--- config.mk ---
export PLATFORM = sky130hd
export DESIGN_NAME = rj45_led_receiver
export DESIGN_NICKNAME = d
export VERILOG_FILES = /design/src/rtl/rj45_led_receiver.sv
export SDC_FILE = /design/constraint.sdc
export NUM_CORES = 1
export LEC_CHECK = 0
export CAP_MARGIN = 10
export CELL_PAD_IN_SITES_DETAIL_PLACEMENT = 0
export CELL_PAD_IN_SITES_GLOBAL_PLACEMENT = 1
export CORE_MARGIN = 2
export CORE_UTILIZATION = 43
export CTS_CLUSTER_DIAMETER = 60
export DETAILED_ROUTE_END_ITERATION = 8
export GPL_ROUTABILITY_DRIVEN = 0
export GPL_TIMING_DRIVEN = 0
export PLACE_DENSITY_LB_ADDON = 0.12
export SYNTH_ARGS = -nofsm -noshare
export SYNTH_HDL_FRONTEND = slang
export SYNTH_SLANG_ARGS = --single-unit
--- constraint.sdc ---
create_clock -name sys_clk -period 2.2 [get_ports sys_clk]
set_input_delay 0.33 -clock sys_clk [delete_from_list [all_inputs] [get_ports sys_clk]]
set_output_delay 0.33 -clock sys_clk [all_outputs]
set_load 0.01 [all_outputs]
--- src/rtl/rj45_led_receiver.sv ---
// Receiver end of the RJ45 serial LED link: oversamples sck/sin/lat/blk, deserializes the
// padded 16-bit frame and, on each latch, validates it and presents eight LED values.
module rj45_led_receiver #(
    parameter int unsigned MIN_BITS = 16
) (
    input  logic        sys_clk,
    input  logic        reset_n,
    input  logic        rj45_led_sck,
    input  logic        rj45_led_sin,
    input  logic        rj45_led_lat,
    input  logic        rj45_led_blk,
    output logic [7:0]  led_vals,
    output logic [7:0]  led_out,
    output logic        led_valid,
    output logic        frame_error,
    output logic [1:0]  error_code,
    output logic [15:0] frame_count
);

    // Pin bundle order: {blk, lat, sin, sck}
    logic [3:0]  pins;
    logic [3:0]  meta_q;
    logic [3:0]  sync_q;
    logic [3:0]  hist_q;
    logic [3:0]  rise;

    logic        sck_rise;
    logic        lat_rise;
    logic        sin_sync;
    logic        blk_sync;

    logic [15:0] shreg_q;
    logic [15:0] shreg_d;
    logic [4:0]  bit_cnt_q;
    logic [4:0]  bit_cnt_d;
    logic [4:0]  bit_cnt_upd;

    logic [7:0]  cand_vals;
    logic [7:0]  pad_bits;
    logic        pad_err;
    logic        short_err;

    logic [7:0]  led_vals_q;
    logic [7:0]  led_vals_d;
    logic [7:0]  led_out_q;
    logic [7:0]  led_out_d;
    logic        led_valid_q;
    logic        led_valid_d;
    logic        frame_error_q;
    logic        frame_error_d;
    logic [1:0]  error_code_q;
    logic [1:0]  error_code_d;
    logic [15:0] frame_count_q;
    logic [15:0] frame_count_d;

    assign pins     = {rj45_led_blk, rj45_led_lat, rj45_led_sin, rj45_led_sck};
    assign rise     = sync_q & ~hist_q;
    assign sck_rise = rise[0];
    assign lat_rise = rise[2];
    assign sin_sync = sync_q[1];
    assign blk_sync = sync_q[3];

    always_ff @(posedge sys_clk or negedge reset_n) begin
        if (!reset_n) begin
            meta_q <= '0;
            sync_q <= '0;
            hist_q <= '0;
        end else begin
            meta_q <= pins;
            sync_q <= meta_q;
            hist_q <= sync_q;
        end
    end

    // The latch judges the post-shift values so a coincident sck edge lands in the frame.
    always_comb begin
        shreg_d     = shreg_q;
        bit_cnt_upd = bit_cnt_q;
        if (sck_rise) begin
            shreg_d = {shreg_q[14:0], sin_sync};
            if (bit_cnt_q != 5'd31) begin
                bit_cnt_upd = bit_cnt_q + 5'd1;
            end
        end

        cand_vals = '0;
        pad_bits  = '0;
        for (int i = 0; i < 8; i++) begin
            cand_vals[i] = shreg_d[14-2*i];
            pad_bits[i]  = shreg_d[15-2*i];
        end
        pad_err   = |pad_bits;
        short_err = 32'(bit_cnt_upd) < MIN_BITS;

        bit_cnt_d     = bit_cnt_upd;
        led_vals_d    = led_vals_q;
        led_valid_d   = 1'b0;
        frame_error_d = 1'b0;
        error_code_d  = error_code_q;
        frame_count_d = frame_count_q;

        if (lat_rise) begin
            bit_cnt_d = '0;
            if (!pad_err && !short_err) begin
                led_vals_d    = cand_vals;
                led_valid_d   = 1'b1;
                frame_count_d = frame_count_q + 16'd1;
                error_code_d  = 2'b00;
            end else begin
                frame_error_d = 1'b1;
                error_code_d  = {short_err, pad_err};
            end
        end

        led_out_d = blk_sync ? 8'h00 : led_vals_q;
    end

    always_ff @(posedge sys_clk or negedge reset_n) begin
        if (!reset_n) begin
            shreg_q       <= '0;
            bit_cnt_q     <= '0;
            led_vals_q    <= '0;
            led_out_q     <= '0;
            led_valid_q   <= 1'b0;
            frame_error_q <= 1'b0;
            error_code_q  <= '0;
            frame_count_q <= '0;
        end else begin
            shreg_q       <= shreg_d;
            bit_cnt_q     <= bit_cnt_d;
            led_vals_q    <= led_vals_d;
            led_out_q     <= led_out_d;
            led_valid_q   <= led_valid_d;
            frame_error_q <= frame_error_d;
            error_code_q  <= error_code_d;
            frame_count_q <= frame_count_d;
        end
    end

    assign led_vals    = led_vals_q;
    assign led_out     = led_out_q;
    assign led_valid   = led_valid_q;
    assign frame_error = frame_error_q;
    assign error_code  = error_code_q;
    assign frame_count = frame_count_q;

endmodule

# Word level (Yosys, flattened, before mapping)
# Cells that the tools add are included.
# totals
reg_bits,68
input_bits,6
output_inout_bits,36
word_cells,32
# op_classes
add_sub_neg,2
order_cmp,1
n_eq_ne,1
muxes,10
bitwise,2
reduce_logical,5
# op_table
op,count
adder 16 x 1 -> 16 bit (second input constant),1
2-to-1 mux 16 bit,1
2-to-1 mux 5 bit,3
2-to-1 mux 8 bit,1
OR reduction 8 bit,1
adder 5 x 1 -> 5 bit (second input constant),1
less-than comparator 5 bit (second input constant),1
inequality test 5 bit (second input constant),1
2-to-1 mux 1 bit,4
AND 3 bit,1
NOT 3 bit,1
logical NOT 1 bit,2
2-to-1 mux 2 bit,1
AND reduction 2 bit,1
logical AND 1 bit,1

# Longest topological paths before layout
# Gate-level depths: netlist (run 1).
# depth
ltp_word,8
mapped_depth,6
mapped_depth_nobuf,5

# Worst setup path before layout (run 1)
# Ideal clock, no wire load.
# synth_timing
path_kind,register to register
start,"register frame_count_q[0], in the netlist frame_count[0]"
end,"register frame_count_q[12], in the netlist frame_count[12]"
setup_time_ns,0.144
arrival_time_ns,1.624
required_ns,2.056
setup_slack_ns,0.433
stages_incl_launch_ff,6
path_buffers,0
synth_period_minus_slack_ns,1.767
path_cell_list,dfrtp_1 > ha_1 > nand3_1 > or3_4 > a2111oi_1 > xor2_1
# synth_between
elab_chain_len,1
# synth_rtl
element,line_no,rtl
"start, declared",53,logic [15:0] frame_count_q;
"start signal, assigned",136,frame_count_q <= frame_count_d;
adder 16 x 1 -> 16 bit,107,frame_count_d = frame_count_q + 16'd1;
# Every way passes these cells.
# A chain may end at the register's enable or synchronous reset.

# Worst setup path after layout (run 1)
# layout_timing
start,register shreg_q[0]
end,"register led_vals_q[3], in the netlist led_vals[3]"
# layout_between
elab_chain_len,5
# layout_rtl
element,line_no,rtl
"start, declared",32,logic [15:0] shreg_q;
"start signal, assigned",129,shreg_q <= shreg_d;
2-to-1 mux 16 bit,79,if (sck_rise) begin
OR reduction 8 bit,92,pad_err = |pad_bits;
logical NOT 1 bit,104,if (!pad_err && !short_err) begin
logical AND 1 bit,104,
AND reduction 2 bit (no source line),-,
"end signal, assigned",131,led_vals_q <= led_vals_d;
"end, declared",43,logic [7:0] led_vals_q;
# Every way passes these cells.

==> results of run 1 <==
==> sequential cells by signal, summed over array words and instances, names as in the netlist <==
name         count
bit_cnt_q        5
shreg_q         16
frame_count     16
led_valid        1
frame_error      1
sync_q           4
led_vals         8
hist_q           2
led_out          8
meta_q           4
error_code       2
==> power by group <==
group	switching (mW)	internal [mW]
logic	0.212	0.134
clock network	0.522	0.658
registers	0.0839	1.31
total	0.818	2.10
==> kinds of logic (layout without fill, tap and decap cells) <==
group                    count (synthesis)  after routing  synth area share (%)
AND/OR/NAND/NOR                        101            101                  19.2
flip-flops                              67             67                  59.7
AO/OA/AOI/OAI                           18             18                  8.90
XOR/XNOR                                18             18                  5.61
buffers and inverters                   11             68                  2.14
multiplexers                             9              9                  3.61
adder cells (fa/ha/maj)                  2              2                 0.890
==> per-stage QoR <==
stage / util [%] / setup WS [ns] / TNS (ns)
finish: 55.8 / 0.236 / 0
global route: 55.8 / 0.0692 / 0
CTS: 55.8 / 0.203 / 0
detailed placement: 52.2 / 0.209 / 0
global placement: 52.2 / -1.47 / -98.27
floorplan: - / 0.433 / 0
==> per-layer routing <==
layer | part of all wire (%) | up-vias | track usage [%]
met5 | 0 | - | 0
met4 | 1.4 | 0 | 6.49
met2 | 43 | 33 | 23.5
li1 | - | 883 | -
met3 | 4.2 | 11 | 5.35
met1 | 51 | 888 | 26.7
==> cell type report <==
type                       instances  area, µm²
tap                               77       96.3
buffer                             9       52.6
multi-input combinational        148       1070
sequential                        67       1680
fill                             548       2810
inverter                           2       7.51
clock buffer                       9        124
timing repair buffer              41        408
clock inverter                     7        104
==> cell usage in the layout, fill, tap and decap left out, types with 2 or more instances in the layout <==
master and instances:
buf_2 3, buf_4 3, clkdlybuf4s50_1 40, a21oi_1 2, nand3_1 11, inv_6 5
xor2_1 16, nor2b_1 9, mux2_1 8, nand2_1 58, clkbuf_8 9, nand4_1 4
clkbuf_1 2, nor4_4 2, a2111oi_1 5, dfrtp_1 67, a2111oi_2 3, nor4_2 2
and4_1 3, xnor2_1 2, inv_1 2, a2111oi_4 3, nor2_1 5, ha_1 2
bufinv_16 2, a211oi_1 3
==> worst paths after layout <==
path	slack, ns	start	cells past startpoint	endpoint
setup / recovery	0.24	shreg_q[0]	5	led_vals[3]
hold / removal	0.08	reset_n	1	led_out[1]
setup reg to reg	0.24	shreg_q[0]	5	led_vals[3]
hold reg to reg	0.35	meta_q[2]	0	sync_q[2]
max in group asynchronous	1.58	reset_n	1	frame_count[12]
min in group sys_clk	0.35	meta_q[2]	0	sync_q[2]
==> critical path: cells and delay by family (launching register included) <==
family	cells	cell delay, ns
and+or+nand+nor	2	0.59
DFF	1	0.42
muxes	1	0.33
AOI/OAI and AO/OA	1	0.27
buffers and inverters	1	0.24
==> impl_results.md, run 1 <==
* Largest area contributor in the netlist: dfrtp_1
* Yosys reg bits at 67
* Fin cells at 360
* Gates resized, CTS repair at 0
* Ys async rst share at 100%
* Seq/Total Area, Yosys at 59.7%
* Post-route ant nets at 0
* Worst Clk Skew at 0.0127 ns
* Clock sinks at 67
* Antenna violations before repair at 0
* GRT Total Usage at 17.5%
* Crit end category: flop
* Core ar. at 6350 µm²
* Nets at 286
* Data arrival, critical path at 2.20 ns
* Post-DR vias/cell at 5.04
* Final Hold Fails at 0
* Layout cell share with drive strength beyond 1 at 14.1%
* Syn Nets at 234
* DRC Markers at 0
* WL per Instance at 15.4 µm
* HP Class: in -> async
* Distinct cell type count after synthesis at 34
* First-pass GRT wire length at 9700 µm
* Final period util at 89.3%
* Most frequent cell after synthesis: dfrtp_1
* Mean Syn Cell Area at 12.4 µm²
* Post-synth top flop: dfrtp_1
* Placed cells at 344
* Worst-Skew Late Latency at 0.35 ns
* TritonCTS clock tree: built
* Cell breakdown of the critical path: nor4_2 -> nand3_2 -> a211oi_2 -> buf_4 -> mux2_1
* Number of flops mapped to enable cells by yosys at 0
* Layout area overhead at 26.0%
* Total gr overflow at 0
* Final setup violation count at 0
* Slew Limit Fails at 0
* Finished Cell Area at 3540 µm²
* RSZ-0062 raised after global routing: false
* CTS buffer count at 9
* Routed Wire Length at 5540 µm
* Post-CTS Setup Bufs at 0
* Required time worst endpoint at 2.43 ns
* Peak Freq at 509 MHz
* Starting Density at 44.3%
* Leakage at 1.66 nW
* Worst stage delay on the critical path at 0.42 ns
* Post-synthesis cell area at 2810 µm²
* Setup CP Type: reg -> reg
* Synth Warn # at 0
* DIE AREA at 7200 µm²
* PwrDens at 825 nW/µm²
* Crit-path max FO at 10
* Root buf cell: clkbuf_8
* Via count at 1815
* Hold WS at 0.0835 ns
* ANT cells at 0
* Largest net degree at the start of global routing at 68
* Worst Setup Start Kind: flop
* First-pass iteration count of the detailed router at 4
* Clock-pin slew on the worst setup and hold paths at 0.09 ns
* Die width at 84.8 µm
* Max Cap Violations at 0
* Peak supply drop at 0.673 mV
* Max H-tree Level at 3
* Die height at 84.8 µm
* Worst Tran Pin Value at 0.827 ns
* Detailed Place HPWL at 3660 µm
* Gate Count Post-Synth at 226
* Tot Pwr at 2.92 mW
* I/O pin cnt at 42
* Top post-synthesis cells by count: 67 x dfrtp_1, 58 x nand2_1, 16 x xor2_1, 11 x nand3_1, 9 x nor2b_1
* Relative slew slack at 44.9%
* Row count at 29
* Post-synth top area share at 59.7%
* Status: finished, final reports clean
* Placed cell area at 3310 µm²
* Post-layout min period at 1.96 ns
* Slowest CP cell: dfrtp_1
* Vias in the first global route at 1906
* IO Port Bufs at 41
* Hold buffers post-CTS at 0
* CTS max path bufs at 2
* Starting DRC count in detailed routing at 75
* Largest cells by area after synthesis: dfrtp_1 60%, nand2_1 7.7%, xor2_1 5.0%, mux2_1 3.2%, a2111oi_4 2.9%
No activity file was read; power rests on OpenSTA's default activity.
==> run 2, diff against run 1 <==
- ABC_AREA: default -> 1
- CORE_UTILIZATION: 43 -> 40
==> run 2 against run 1 <==
Net effect:
- sequential share of layout area decreased by 2.7 points
- global-route usage increased by 0.87 points
- area after synthesis increased by 8.0%
- sequential power decreased by 3%
- cell count increased by 46%
- maximum frequency increased by 2.3%
- via count increased by 36%
- routed wire length increased by 23%
- worst hold slack got worse by 0.0054 ns
- die area increased by 15%
- clock skew decreased by 0.0059 ns
- setup slack improved by 0.044 ns
==> impl_results.md, run 2 <==
* WP depth at 8 (+3)
* Max Cap Violations at 0 (unchanged)
* Worst stage delay on the critical path at 0.42 ns (about the same)
* Commonest non-fill, non-tap cell in the layout: nand2_1
* Worst Setup Start Kind: flop
* Critical path buffers and inverters at 3 (+2)
* Worst Tran Pin Value at 0.829 ns (+0.00272 ns)
* Starting DRC count in detailed routing at 178 (+140%)
* I/O pin cnt at 42 (unchanged)
* Routed Wire Length at 6810 µm (+23%)
* First-pass iteration count of the detailed router at 4 (unchanged)
* Data arrival, critical path at 2.16 ns (-0.04 ns)
* Worst path top cell family by delay: buffers and inverters
* CTS max path bufs at 2 (unchanged)
* Cell count of the worst reg-to-reg path at 8 (+3)
* GRT Total Usage at 18.4% (+0.87 points)
* Top sig layer: met4
* Slowest CP cell: dfrtp_1
* RSZ-0062 raised after global routing: false
* Crit end category: flop
* Register area at 1680 µm² (unchanged)
* Post-layout min period at 1.92 ns (-0.0438 ns)
* Placed cell area at 3570 µm² (+7.6%)
* Syn Nets at 377 (+61%)
* CTS buffer count at 9 (unchanged)
* HP Class: in -> async
* Fin cells at 525 (+46%)
* WL met3 at 287 µm (+24%)
* Peak supply drop at 0.419 mV (-38%)
* Layout cell share with drive strength beyond 1 at 8.45% (-5.7 points)
* Ys async rst share at 100% (unchanged)
* Die width at 91.1 µm (+7.4%)
* Row count at 31 (+6.9%)
* Slew Limit Fails at 0 (unchanged)
* TritonCTS clock tree: built
* Distinct cell type count after synthesis at 24 (-29%)
* Required time worst endpoint at 2.44 ns (about the same)
* Nets at 429 (+50%)
* Finished Cell Area at 3760 µm² (+6.1%)
* Mean Syn Cell Area at 8.23 µm² (-34%)
* PwrDens at 721 nW/µm² (-13%)
* Hold WS at 0.0782 ns (-0.00537 ns)
* First-pass GRT wire length at 12100 µm (+25%)
* Clock-pin slew on the worst setup and hold paths at 0.08 ns (about the same)
* Largest net degree at the start of global routing at 68 (unchanged)
* WL per Instance at 13.0 µm (-16%)
* Largest cells by area after synthesis: dfrtp_1 55%, nand2_1 17%, nand4_1 5.8%, inv_1 4.6%, nor2_1 4.1%
* Layout area overhead at 23.9%
* ANT cells at 0 (unchanged)
* Post-synth top flop: dfrtp_1
* Worst Clk Skew at 0.00686 ns (-0.00585 ns)
* Core ar. at 7290 µm² (+15%)
* Via count at 2474 (+36%)
* Yosys reg bits at 67 (unchanged)
* Relative slew slack at 44.7% (-0.18 points)
* Number of flops mapped to enable cells by yosys at 0 (unchanged)
* Setup CP Type: reg -> reg
* Post-route ant nets at 0 (unchanged)
* Final period util at 87.3% (-2.0 points)
* Starting Density at 41.6% (-2.6 points)
* Max H-tree Level at 3 (unchanged)
* Vias in the first global route at 2557 (+34%)
* Seq/Total Area, Yosys at 55.2% (-4.4 points)
* Die height at 91.1 µm (+7.4%)
* Hold buffers post-CTS at 0 (unchanged)
* Worst-Skew Late Latency at 0.35 ns (about the same)
* Placed cells at 509 (+48%)
* Post-synthesis cell area at 3040 µm² (+8.0%)
* Post-synth top area share at 55.2% (-4.4 points)
* Final setup violation count at 0 (unchanged)
* Final core occ at 51.6% (-4.2 points)
* Commonest cells after routing, fill and taps aside: 138 x nand2_1, 67 x dfrtp_1, 40 x clkdlybuf4s50_1
* Routed met2 length at 3300 µm (+37%)
* Status: finished, final reports clean
* Clock sinks at 67 (unchanged)
* Crit-path max FO at 10 (unchanged)
* DRT met1 WL at 3120 µm (+10%)
* Antenna violations before repair at 0 (unchanged)
* Total gr overflow at 0 (unchanged)
* Cell breakdown of the critical path: inv_2 -> nand2_2 -> buf_2 -> o21ai_2 -> nand4_4 -> buf_2 -> nand2_1 -> nand2_1
* Leakage at 1.85 nW (+12%)
* Multi-input combinational cell area at 1140 µm² (+6.5%)
* Most frequent cell after synthesis: nand2_1
* Root buf cell: clkbuf_8
* Final Hold Fails at 0 (unchanged)
* Top post-synthesis cells by count: 138 x nand2_1, 67 x dfrtp_1, 37 x inv_1, 33 x nor2_1, 28 x nand4_1
* Synth Warn # at 0 (unchanged)
* DIE AREA at 8300 µm² (+15%)
* Largest area contributor in the netlist: dfrtp_1
* IO Port Bufs at 41 (unchanged)
* Setup TNS at 0 ns (unchanged)
* Gate Count Post-Synth at 369 (+63%)
* Peak Freq at 521 MHz (+2.3%)
* DRC Markers at 0 (unchanged)
* Post-DR vias/cell at 4.71 (-6.5%)
* FILL cells at 759 (+39%)
* Detailed Place HPWL at 4660 µm (+27%)
[run 2: changes by cell type after synthesis, moves of 4 or more]
cell	before	now
o21ai_0	0	14
nand4_1	4	28
a2111oi_1	5	0
nand2_1	58	138
nor2b_1	9	0
inv_2	0	4
mux2_1	8	0
inv_1	2	37
nor2_1	5	33
xor2_1	16	4
[run 2: power by group]
group	leakage [nW]	switching [mW]	internal, mW
clock network	0.0896	0.517	0.414
registers	0.896	0.0454	1.31
logic	0.865	0.281	0.142
[run 2: cell families after synthesis]
| kind of cell | share of synthesized area [%] |
|---|---|
| flops | 55.2 |
| simple gates | 31.1 |
| compound gates | 2.93 |
| xor+xnor | 2.31 |
| fa+ha+maj | 0.824 |
| buf+inv | 7.63 |
[run 2: cell type report]
type | count | area share, %
timing repair buffer | 41 | 10.8
tap | 99 | 3.29
clock inverter | 7 | 1.40
inverter | 41 | 4.09
sequential | 67 | 44.6
multi-input combinational | 247 | 30.4
clock buffer | 9 | 3.29
buffer | 14 | 2.06
[run 2: per-layer routing]
metal  GRT usage (%)  up-vias
met5               0        -
met4            6.82        0
met3            5.31        8
met2            30.2       44
met1            22.9     1155
li1                -     1267
[run 2: worst paths after layout]
check | startpoint | endpoint | slack [ns]
max | hist_q[0] | led_vals[6] | 0.28
min | reset_n | shreg_q[13] | 0.08
max reg2reg | hist_q[0] | led_vals[6] | 0.28
min reg2reg | meta_q[0] | sync_q[0] | 0.35
max in group asynchronous | reset_n | bit_cnt_q[3] | 1.58
min in group sys_clk | meta_q[0] | sync_q[0] | 0.35
[run 2: metrics by stage]
step	worst slack, ns	power (mW)
6_report	0.280	2.71
4_1_cts	0.149	2.74
3_5_place_dp	0.178	1.80
5_1_grt	0.0305	2.87
3_3_place_gp	-1.53	1.79
2_1_floorplan	0.600	1.65
[run 2: timing repair]
action / 4_1_cts / 5_1_grt
buffers inserted: 0 / 0
gates resized for setup: 0 / 3
setup endpoints to repair: 0 / 17
==> RTL edit 1 (flow settings as in run 2) <==
Make the reset (`reset_n`) synchronous in 2 clocked blocks.
--- a/src/rtl/rj45_led_receiver.sv
+++ b/src/rtl/rj45_led_receiver.sv
@@ -62,3 +62,3 @@
 
-    always_ff @(posedge sys_clk or negedge reset_n) begin
+    always_ff @(posedge sys_clk) begin
         if (!reset_n) begin
@@ -117,3 +117,3 @@
 
-    always_ff @(posedge sys_clk or negedge reset_n) begin
+    always_ff @(posedge sys_clk) begin
         if (!reset_n) begin
Check against the original RTL: differs if reset_n is asserted again (counterexample within 4 cycles, from zero or initial values and one cycle with reset_n low); with reset_n held inactive, the same outputs for 10 cycles.
==> RTL edit 1 against run 2 <==
Sequential cell count unchanged; clock skew increased by 0.0044 ns; worst setup slack worse by 0.0099 ns; global-route usage up 0.30 points; synthesized cell count rose by 16%; first-iteration DRC count down 54%; cell area is 0.80% lower; highest routed layer unchanged; die area decreased by 3.1%; largest cell class unchanged; critical path depth stayed put; area after synthesis decreased by 3.3%; routed wire length down 0.24%.
Power is not compared: it rests on default switching activity, and its combinational part moved more than twofold at a synthesized area within 25%.
==> RTL edit 1: results (changes against run 2) <==
- XOR/XNOR share of the synthesized area: 1.19% (was 2.31%)
- Yosys cell types: 30 (was 24)
- Vias in the first global route: 2,441 (was 2,557)
- Worst hold path class: flip-flop to flip-flop (was input port to async pin)
- Area share of the largest cell type after synthesis: 45.7% (was 55.2%)
- Initial DRC count: 81 (was 178)
- CP max-delay cell: clkbuf_1 (was dfrtp_1)
- Worst slew margin: 66.1% (was 44.7%)
- CP Max Fanout: 10 (unchanged)
- Cell Count Post-Placement: 567 (was 509)
- Wire length on met2: 3.16 mm (was 3.30 mm)
- Comb power frac: 6.7%
- Top post-synthesis cells by count: nor2_1 (103), nand2_1 (99), dfxtp_1 (67) (was nand2_1 (138), dfrtp_1 (67), inv_1 (37))
- Met1 usage: 24.2% (was 22.9%)
- Met3 Routed Length: 246 um (was 287 um)
- Final nets: 487 (was 429)
- Met2 Track Usage GR: 30.3% (was 30.2%)
- Post-Route M1 WL: 3.27 mm (was 3.12 mm)
- DP HPWL: 4.86 mm (was 4.66 mm)
- Post-synthesis async set-or-reset flop share: 0% (was 100%)
- Place WS: 0.237 ns (was 0.178 ns)
- Worst path arrival time: 2.17 ns
- Int Pwr: 2.12 mW
- Pleak: 1.61 nW
- Tot GR Track Use: 18.7% (was 18.4%)
- Synth top area cells: dfxtp_1 (46%), nor2_1 (13%), nand2_1 (13%), inv_1 (7.8%), nand4_1 (5.1%) (was dfrtp_1 (55%), nand2_1 (17%), nand4_1 (5.8%), inv_1 (4.6%), nor2_1 (4.1%))
- Synth Instances: 427 (was 369)
- Largest net degree at the start of global routing: 13 (was 68)
- Wirelength per Cell: 11.6 um (was 13.0 um)
- Post-synthesis adder-cell area fraction: 0.852% (was 0.824%)
- First-pass DRT Iterations: 5 (was 4)
- Sequential element share of the synthesized area: 45.7% (was 55.2%)
- Via density: 4.56 (was 4.71)
- Status: completed (unchanged)
- Clk_skew: 0.0113 ns (was 0.00686 ns)
- Post-synthesis mux area share: 0.682% (was 0%)
- Most frequent cell after synthesis: nor2_1 (was nand2_1)
- Met3 Use GR: 3.75% (was 5.31%)
- Final WL: 6.79 mm (was 6.81 mm)
- Top Metal Used: met4 (unchanged)
- Ys flop type: dfxtp_1 (was dfrtp_1)
- Critical Path Source: sync_q[0] (was hist_q[0])
- Syn Nets: 435 (was 377)
- Dpl cell area: 3470 um^2 (was 3570 um^2)
- H-tree levels: 3 (unchanged)
- Synth Area in Compound Gates: 2.64% (was 2.93%)
- Layout cells sized above 1: 7.23% (was 8.45%)
- Inserted Clock Buffers: 9 (unchanged)
- Yosys warning total: 0 (unchanged)
- First-pass GRT wire length: 11.4 mm (was 12.1 mm)
- Top cell type by total area after synthesis: dfxtp_1 (was dfrtp_1)
RTL edit 1: logic make-up (layout without fill, tap and decap cells):
| logic type | after synthesis | count (layout) |
|---|---|---|
| xor+xnor | 4 | 4 |
| mux | 2 | 2 |
| simple gates | 256 | 256 |
| flops | 67 | 67 |
| fa+ha+maj | 2 | 2 |
| compound gates | 15 | 15 |
| buf+inv | 81 | 138 |
RTL edit 1: area by class of cell:
| cell class | instances | area (um^2) |
|---|---|---|
| sequential | 67 | 1340 |
| inverter | 63 | 236 |
| clock inverter | 5 | 108 |
| fill | 716 | 3450 |
| clock buffer | 11 | 151 |
| timing repair buffer | 41 | 410 |
| tap | 99 | 124 |
| buffer | 18 | 98.8 |
| multi-input combinational | 279 | 1260 |
RTL edit 1: worst paths after layout:
check	end	slack (ns)	depth (start not counted)
min reg2reg	hist_q[2]	0.42	2
max	led_vals[6]	0.27	8
min	hist_q[2]	0.42	2
max reg2reg	led_vals[6]	0.27	8
==> RTL edit 2 (flow settings as in run 2) <==
Without the edit above. The parameter `MIN_BITS` goes from 16 to 12.
--- a/src/rtl/rj45_led_receiver.sv
+++ b/src/rtl/rj45_led_receiver.sv
@@ -3,3 +3,3 @@
 module rj45_led_receiver #(
-    parameter int unsigned MIN_BITS = 16
+    parameter int unsigned MIN_BITS = 12
 ) (
Behaviour: same outputs for any inputs over 10 cycles, from zero or initial values and one cycle with reset_n low; that may be too few to reach the edited logic, so the function may still have changed.
==> RTL edit 2 against run 2 <==
Via count grew 0.77%; total power rose by 5.4%; routed wire length decreased by 0.28%; worst setup slack better by 0.047 ns; combinational power fell by 5.4%; count of clock-buffer cells in the layout up 2; synthesized cell count up 2.7%; cell area is 3.0% higher; sequential cell count is the same; clock power up 19%; die area is 2.9% higher; area after synthesis up 3.0%.
==> RTL edit 2: results (changes against run 2) <==
- DP HPWL: 4.71 mm (was 4.66 mm)
- Synth top area cells: dfrtp_1 (54%), nand2_1 (17%), inv_1 (4.8%), nor2_1 (4.1%), nand3_1 (4.0%) (was dfrtp_1 (55%), nand2_1 (17%), nand4_1 (5.8%), inv_1 (4.6%), nor2_1 (4.1%))
- Post-Route M1 WL: 3.43 mm (was 3.12 mm)
- P_sw: 0.784 mW (was 0.844 mW)
- Final nets: 439 (was 429)
- Pleak: 1.88 nW (was 1.85 nW)
- Vias in the first global route: 2,426 (was 2,557)
- Post-synthesis async set-or-reset flop share: 100% (unchanged)
- Top post-synthesis cells by count: nand2_1 (141), dfrtp_1 (67), inv_1 (40) (was nand2_1 (138), dfrtp_1 (67), inv_1 (37))
- Final core utilization: 50.6% (was 51.6%)
- Met3 Routed Length: 238 um (was 287 um)
- Dpl cell area: 3660 um^2 (was 3570 um^2)
- Vias: 2,493 (was 2,474)
- Reg2Reg Setup Slack: 0.33 ns (was 0.28 ns)
- Critical Path Source: sync_q[0] (was hist_q[0])
- Worst reg-to-reg path cell count: 13 (was 8)
- Filler cells: 773 (was 759)
- Layout cells sized above 1: 8.49% (was 8.45%)
- Final WL: 6.79 mm (was 6.81 mm)
- Crit path largest cell delay: 0.34 ns (was 0.42 ns)
- Delay-heaviest family, CP: simple AND/OR/NAND/NOR gates (was buffers and inverters)
- Place WS: 0.313 ns (was 0.178 ns)
- Post-synthesis area per instance: 8.25 um^2 (was 8.23 um^2)
- Wire length on met2: 3.02 mm (was 3.30 mm)
- Via density: 4.63 (was 4.71)
- Worst slew pin tran: 0.835 ns (was 0.829 ns)
- Cell Count Post-Placement: 522 (was 509)
- I/O Buffers: 41 (unchanged)
- Max rail drop VDD: 0.288 mV (was 0.419 mV)
- Critical R2R Capture: led_vals[7] (was led_vals[6])
- Sequential element share of the synthesized area: 53.6% (was 55.2%)
- Status: completed (unchanged)
- Syn Nets: 387 (was 377)
- Tot GR Track Use: 17.4% (was 18.4%)
- Initial DRC count: 93 (was 178)
- Clk_skew: 0.00821 ns (was 0.00686 ns)
- Ys flop type: dfrtp_1 (unchanged)
[RTL edit 2: final cells by class]
class | count | share of cell area, %
buffer | 13 | 2.65
sequential | 67 | 43.3
multi-input combinational | 257 | 30.7
clock inverter | 5 | 2.00
tap | 102 | 3.30
inverter | 42 | 4.14
timing repair buffer | 41 | 10.5
clock buffer | 11 | 3.39
[RTL edit 2: power groups by stage]
stage               sequential [mW]  combinational, mW  clock, mW
floorplan                      1.37              0.278          0
global placement               1.38              0.401          0
detailed placement             1.38              0.405          0
CTS                            1.35              0.407       1.13
global route                   1.36              0.447       1.17
finish                         1.35              0.400       1.11
[RTL edit 2: cells by family (layout without fill, tap and decap cells)]
group                      count (synthesis)  in the layout  share of synthesized area [%]
and+or+nand+nor                          231            231                           32.5
DFF                                       67             67                           53.6
buffers and inverters                     55            112                           8.40
AOI/OAI and AO/OA                         17             17                           2.72
xor gates and xnor gates                   7              7                           1.96
adders and majority gates                  2              2                          0.800
[RTL edit 2: worst min path at each step]
stage,slack (ns),cells after the start,end
floorplan,0.03,0,bit_cnt_q[0]
global placement,0.33,0,sync_q[3]
detailed placement,0.33,0,sync_q[2]
CTS,0.12,1,sync_q[0]
global route,0.16,1,meta_q[0]
finish,0.10,1,shreg_q[15]
[RTL edit 2: per-layer routing]
layer  GRT usage (%)  vias to the layer above
li1                -                     1291
met1            24.0                     1150
met2            27.1                       43
met3            3.34                        9
met4            6.72                        0
met5               0                        -
[RTL edit 2: worst reg2reg max path, stage by stage, from the launching register on]
cell     delay [ns]
dfrtp_1        0.34
buf_4          0.18
inv_2          0.06
nor2_4         0.22
buf_6          0.18
nand2_1        0.05
nand2_1        0.06
nand2_1        0.05
nor2_1         0.10
nand2_1        0.09
nor2_2         0.12
buf_6          0.16
nand3_1        0.12
nand2_1        0.09
